$ cat src/rtl/jpeg_idct_pkg.sv
// Shared defaults and helpers for the IDCT transpose buffer.
package jpeg_idct_pkg;

  localparam int DEF_WIDTH     = 16;
  localparam int DEF_BLOCK_DIM = 8;

  function automatic int clog2(input int v);
    int r;
    r = 0;
    for (int i = 0; i < 31; i++) begin
      if ((1 << i) < v) r = i + 1;
    end
    return r;
  endfunction

  // Swap the row and column fields of a raster index (each field hw bits wide).
  function automatic int tr_addr(input int idx, input int hw);
    int mask;
    mask = (1 << hw) - 1;
    return ((idx & mask) << hw) | ((idx >> hw) & mask);
  endfunction

endpackage

$ cat src/rtl/jpeg_idct_tbuf_ram.sv
// Two-bank simple dual-port store: one write port, one synchronous read port.
module jpeg_idct_tbuf_ram #(
  parameter int WIDTH = 16,
  parameter int AW    = 6
) (
  input  logic             clk_i,
  input  logic             we_i,
  input  logic [AW:0]      waddr_i,
  input  logic [WIDTH-1:0] wdata_i,
  input  logic             re_i,
  input  logic [AW:0]      raddr_i,
  output logic [WIDTH-1:0] rdata_o
);

  localparam int N = 2 << AW;

  logic [WIDTH-1:0] mem_q [N];
  logic [WIDTH-1:0] rdata_q;

  always_ff @(posedge clk_i) begin
    if (we_i) mem_q[waddr_i] <= wdata_i;
    if (re_i) rdata_q <= mem_q[raddr_i];
  end

  assign rdata_o = rdata_q;

endmodule

$ cat src/rtl/jpeg_idct_transpose_buf.sv
// Ping-pong transpose buffer between IDCT row and column passes; raster in,
// column-major (or raster) out, flow-controlled on both sides.
module jpeg_idct_transpose_buf
  import jpeg_idct_pkg::*;
#(
  parameter int WIDTH     = DEF_WIDTH,
  parameter int BLOCK_DIM = DEF_BLOCK_DIM,
  parameter bit TRANSPOSE = 1'b1
) (
  input  logic             clk_i,
  input  logic             rst_i,
  input  logic             wr_valid_i,
  input  logic [WIDTH-1:0] wr_data_i,
  output logic             wr_ready_o,
  output logic             rd_valid_o,
  output logic [WIDTH-1:0] rd_data_o,
  output logic             rd_last_o,
  input  logic             rd_ready_i,
  output logic             idle_o
);

  localparam int DEPTH = BLOCK_DIM * BLOCK_DIM;
  localparam int AW    = clog2(DEPTH);
  localparam int HW    = AW / 2;
  localparam logic [AW-1:0] LAST_IDX = AW'(DEPTH - 1);

  logic             wr_bank_q, wr_bank_d;
  logic [AW-1:0]    wr_idx_q, wr_idx_d;
  logic             rd_bank_q, rd_bank_d;
  logic [AW-1:0]    rd_idx_q, rd_idx_d;
  logic [1:0]       full_q, full_d;
  logic             rd_vld_p1_q, rd_vld_p1_d;
  logic             rd_last_p1_q, rd_last_p1_d;
  logic [1:0]       skid_cnt_q, skid_cnt_d;
  logic             skid_wptr_q, skid_wptr_d;
  logic             skid_rptr_q, skid_rptr_d;
  logic [WIDTH-1:0] skid_data_q [2];
  logic [1:0]       skid_last_q;

  logic             wr_fire, wr_commit;
  logic             rd_issue, rd_release, rd_pop;
  logic [2:0]       occ;
  logic [AW-1:0]    rd_addr;
  logic [WIDTH-1:0] ram_rdata;

  assign wr_ready_o = ~full_q[wr_bank_q];
  assign wr_fire    = wr_valid_i & wr_ready_o;
  assign wr_commit  = wr_fire & (wr_idx_q == LAST_IDX);

  assign rd_valid_o = (skid_cnt_q != 2'd0);
  assign rd_pop     = rd_valid_o & rd_ready_i;
  // A pop this cycle frees a slot, so issue can keep pace with a streaming consumer.
  assign occ        = {1'b0, skid_cnt_q} + {2'b00, rd_vld_p1_q};
  assign rd_issue   = full_q[rd_bank_q] & (occ < (3'd2 + {2'b00, rd_pop}));
  assign rd_release = rd_issue & (rd_idx_q == LAST_IDX);
  assign rd_addr    = TRANSPOSE ? AW'(tr_addr(int'(rd_idx_q), HW)) : rd_idx_q;

  assign rd_data_o  = rd_valid_o ? skid_data_q[skid_rptr_q] : '0;
  assign rd_last_o  = rd_valid_o & skid_last_q[skid_rptr_q];
  assign idle_o     = (full_q == 2'b00) & (wr_idx_q == '0) & ~rd_valid_o & ~rd_vld_p1_q;

  always_comb begin
    wr_bank_d    = wr_bank_q;
    wr_idx_d     = wr_idx_q;
    rd_bank_d    = rd_bank_q;
    rd_idx_d     = rd_idx_q;
    full_d       = full_q;
    rd_vld_p1_d  = rd_issue;
    rd_last_p1_d = rd_release;
    skid_cnt_d   = skid_cnt_q + {1'b0, rd_vld_p1_q} - {1'b0, rd_pop};
    skid_wptr_d  = skid_wptr_q ^ rd_vld_p1_q;
    skid_rptr_d  = skid_rptr_q ^ rd_pop;
    if (wr_fire) begin
      wr_idx_d = wr_idx_q + AW'(1);
      if (wr_commit) begin
        full_d[wr_bank_q] = 1'b1;
        wr_bank_d         = ~wr_bank_q;
      end
    end
    // Commit and release always target different banks, so both may land together.
    if (rd_issue) begin
      rd_idx_d = rd_idx_q + AW'(1);
      if (rd_release) begin
        full_d[rd_bank_q] = 1'b0;
        rd_bank_d         = ~rd_bank_q;
      end
    end
  end

  always_ff @(posedge clk_i) begin
    if (rst_i) begin
      wr_bank_q    <= 1'b0;
      wr_idx_q     <= '0;
      rd_bank_q    <= 1'b0;
      rd_idx_q     <= '0;
      full_q       <= 2'b00;
      rd_vld_p1_q  <= 1'b0;
      rd_last_p1_q <= 1'b0;
      skid_cnt_q   <= 2'd0;
      skid_wptr_q  <= 1'b0;
      skid_rptr_q  <= 1'b0;
    end else begin
      wr_bank_q    <= wr_bank_d;
      wr_idx_q     <= wr_idx_d;
      rd_bank_q    <= rd_bank_d;
      rd_idx_q     <= rd_idx_d;
      full_q       <= full_d;
      rd_vld_p1_q  <= rd_vld_p1_d;
      rd_last_p1_q <= rd_last_p1_d;
      skid_cnt_q   <= skid_cnt_d;
      skid_wptr_q  <= skid_wptr_d;
      skid_rptr_q  <= skid_rptr_d;
    end
  end

  // Stage p1 -> skid: RAM output captured the cycle after issue.
  always_ff @(posedge clk_i) begin
    if (rd_vld_p1_q) begin
      skid_data_q[skid_wptr_q] <= ram_rdata;
      skid_last_q[skid_wptr_q] <= rd_last_p1_q;
    end
  end

  jpeg_idct_tbuf_ram #(
    .WIDTH (WIDTH),
    .AW    (AW)
  ) u_ram (
    .clk_i   (clk_i),
    .we_i    (wr_fire),
    .waddr_i ({wr_bank_q, wr_idx_q}),
    .wdata_i (wr_data_i),
    .re_i    (rd_issue),
    .raddr_i ({rd_bank_q, rd_addr}),
    .rdata_o (ram_rdata)
  );

endmodule

$ cat config.mk
export PLATFORM = sky130hd
export DESIGN_NAME = jpeg_idct_transpose_buf
export DESIGN_NICKNAME = d
export VERILOG_FILES = /design/src/rtl/jpeg_idct_pkg.sv /design/src/rtl/jpeg_idct_tbuf_ram.sv /design/src/rtl/jpeg_idct_transpose_buf.sv
export SDC_FILE = /design/constraint.sdc
export NUM_CORES = 2
export LEC_CHECK = 0
export BUFFER_PORTS_ARGS = -buffer_cell sky130_fd_sc_hd__buf_4
export CAP_MARGIN = 25
export CORE_AREA = 5 5 456 458
export DETAILED_ROUTE_END_ITERATION = 8
export DIE_AREA = 0 0 461 463
export PLACE_DENSITY = 0.64
export SYNTH_ARGS = -nofsm -noshare
export SYNTH_HDL_FRONTEND = slang
export SYNTH_SLANG_ARGS = --single-unit
$ cat constraint.sdc
create_clock -name clk_i -period 3.7 [get_ports clk_i]
set_clock_uncertainty 0.05 [all_clocks]
set_input_delay 1.11 -clock clk_i [delete_from_list [all_inputs] [get_ports clk_i]]
set_output_delay 1.11 -clock clk_i [all_outputs]
set_load 0.1 [all_outputs]
==> metrics.yaml <==
cts_sinks: 2120
ios: 40
dp_hpwl_um: 113000
synth-main-ff-cell: "edfxtp_1"
fin_crit_sh: 0.977
cp_cell_sequence: "nor2_1 > nand2_1 > nor4_4 > buf_6 > buf_12"
layout-drive-gt1-share: 0.347
portBuffers: 39
arrival_ns: 2.46
holdWs_ns: 0.401
overflow: 0
crit_slowest_cell: "dfxtp_1"
cts_tree: "done"
synth_nets: 3297
synth_cells: 3268
fillers: 16500
min_to: "skid_data_q[0][2]"
status: "completed"
rr_startpoint: "rd_idx_q[3]"
fin_crit_ns: 3.62
yosys_warnings: 0
grt_max_degree: 129
nets: 3624
path_class: "reg2out"
first_pass_iters: 7
hold_class: "reg2reg"
critPathMaxStageDelay_ns: 0.46
cts_buffer_depth: 3
end_kind: "output port"
grt_pass1_wl_um: 277000
cts_buffers: 204
postCtsHoldBufs: 0
ys_seq_area_frac: 0.784
min_from: "u_ram.rdata_o[2]"
fp-row-count: 166
die_height_um: 463
holdPathStages: 0
routedWlPerCell_um: 29.9
dieArea_sq_um: 213000
clk_pin_slew_ns: 0.06
worstPathMaxFanout: 12
r2r_cells: 6
max_freq_mhz: 277
grt_most_used_layer: "met2"
rsz0062_at_grt: "false"
post-route-util: 0.458
synth_top_area_share: 0.778
met2_usage: 0.295
async_flop_share: 0
setup_viol: 0
synth.distinct_cells: 35
met1_usage: 0.257
final_antenna_net_count: 0
syn_area_per_cell_sq_um: 24.8
required_ns: 2.54
drv_cap: 0
layout_common_cells: "edfxtp_1, mux4_2, buf_4, clkbuf_16, nor2_1"
ys_seq_elements: 2120
worstMarginPinSlew_ns: 1.07
h-tree-depth: 4
grt_usage: 0.181
use_met3: 0.0300
root_buffer: "clkbuf_16"
via_per_inst: 5.67
p_per_area_nw_per_um2: 516
vias: 36600
first_iter_violations: 4011
wl_um: 193000
area_growth_pct: 15.3
drc: 0
r2r_slack_ns: 0.26
gp_congestion: 0.795
synth_edf_count: 2098
core_sq_um: 204000
grt_pass1_vias: 37000
start_util: 0.398
ir_drop_uv: 505
final_common_cell: "edfxtp_1"
timing_hold_violations_final: 0
clock_latency_ns: 0.85
syn-cell-area_sq_um: 80900
power_leakage_nw: 27.9
die_w_um: 461
rr_endpoint: "u_ram.rdata_o[3]"
slew_viol_final: 0
synthTopCellsByArea: "edfxtp_1, mux4_2, nor2_1, dfxtp_1, clkbuf_1"
crit_path_start_kind: "register"
maxSlewHeadroom: 0.289
synth_largest_area_cell: "edfxtp_1"
antenna_found_initial: 9
==> critical path, delay by kind of cell (launching register included) <==
| kind | cells | cell delay (ns) |
|---|---|---|
| buf+inv | 2 | 0.35 |
| simple gates | 3 | 0.80 |
| flops | 1 | 0.46 |
==> how the worst max path moves through the flow <==
stage          slack [ns]                to         from
5_1_grt              0.01            idle_o  wr_idx_q[4]
2_1_floorplan       -0.25            idle_o  wr_idx_q[1]
6_report             0.08            idle_o  wr_idx_q[4]
3_3_place_gp         0.26  u_ram.rdata_o[8]  rd_idx_q[3]
4_1_cts             0.002         rd_last_o  skid_rptr_q
3_5_place_dp         0.25  u_ram.rdata_o[3]  rd_idx_q[3]
==> timing repair <==
action / CTS / global route
endpoints found under the hold margin: 0 / 0
setup endpoints to repair: 18 / 1
resized for setup: 21 / 1
buffers inserted: 3 / 0
pin swaps: 2 / 0
cloned: 0 / 0
==> per-layer routing <==
layer | up-vias | part of all wire
li1 | 14800 | -
met1 | 20100 | 0.41
met2 | 1432 | 0.50
met3 | 244 | 0.069
met4 | 2 | 0.021
met5 | - | 0.000062
==> power breakdown <==
group | switching [W] | internal, W
Clock | 0.00895 | 0.0116
Combinational | 0.000914 | 0.000231
Sequential | 0.0000232 | 0.0264
==> cells by family (layout without fill, tap and decap cells) <==
logic type                 count (synthesis)  in the layout  share of synthesized area
muxes                                    707            707                      0.192
DFF                                     2120           2120                      0.784
other                                      0              5                          0
AOI/OAI and AO/OA                         17             17                    0.00117
xor gates and xnor gates                   9              9                   0.000974
and+or+nand+nor                          222            222                     0.0115
buffers and inverters                    184            679                    0.00954
adders and majority gates                  9              9                    0.00139
==> cell type report <==
class	instances	area, sq um	area share
repair buffers	295	2960	0.0317
well taps	2688	3360	0.0360
clock inverters	135	1410	0.0152
diodes	5	12.5	0.000134
clock buffers	239	5260	0.0563
inverters	10	37.5	0.000402
multi-input cells	964	16800	0.180
flip-flops and latches	2120	63500	0.680
==> registers in the layout (all words and copies together) (netlist names) <==
signal / cells
wr_bank_q: 1
u_ram.rdata_o: 16
skid_wptr_q: 1
rd_bank_q: 1
wr_idx_q: 6
rd_idx_q: 6
full_q: 2
rd_vld_p1_q: 1
skid_rptr_q: 1
skid_last_q: 2
skid_data_q: 32
rd_last_p1_q: 1
skid_cnt_q: 2
u_ram.mem_q: 2048
==> synthesized netlist by cell type, types with 8 or more instances <==
| cell | instances |
|---|---|
| a21oi_1 | 8 |
| buf_1 | 27 |
| buf_2 | 41 |
| clkbuf_1 | 100 |
| dfxtp_1 | 22 |
| edfxtp_1 | 2098 |
| ha_1 | 9 |
| inv_1 | 9 |
| mux2_2 | 17 |
| mux2i_1 | 18 |
| mux4_2 | 672 |
| nand2_1 | 19 |
| nand3_1 | 13 |
| nor2_1 | 162 |
==> metrics by stage <==
| stage | total power, W | instances | worst slack, ns | TNS, ns | instance area [sq um] |
|---|---|---|---|---|---|
| 3_3_place_gp | 0.0280 | 6072 | 0.258 | 0 | 86500 |
| 2_1_floorplan | 0.0274 | 3268 | -0.249 | -0.585 | 81000 |
| 5_1_grt | 0.0496 | 6452 | 0.0133 | 0 | 93300 |
| 6_report | 0.0482 | 6456 | 0.0843 | 0 | 93300 |
| 3_5_place_dp | 0.0281 | 6074 | 0.248 | 0 | 86500 |
| 4_1_cts | 0.0486 | 6451 | 0.00152 | 0 | 93300 |
No activity file was read; power rests on OpenSTA's default activity.
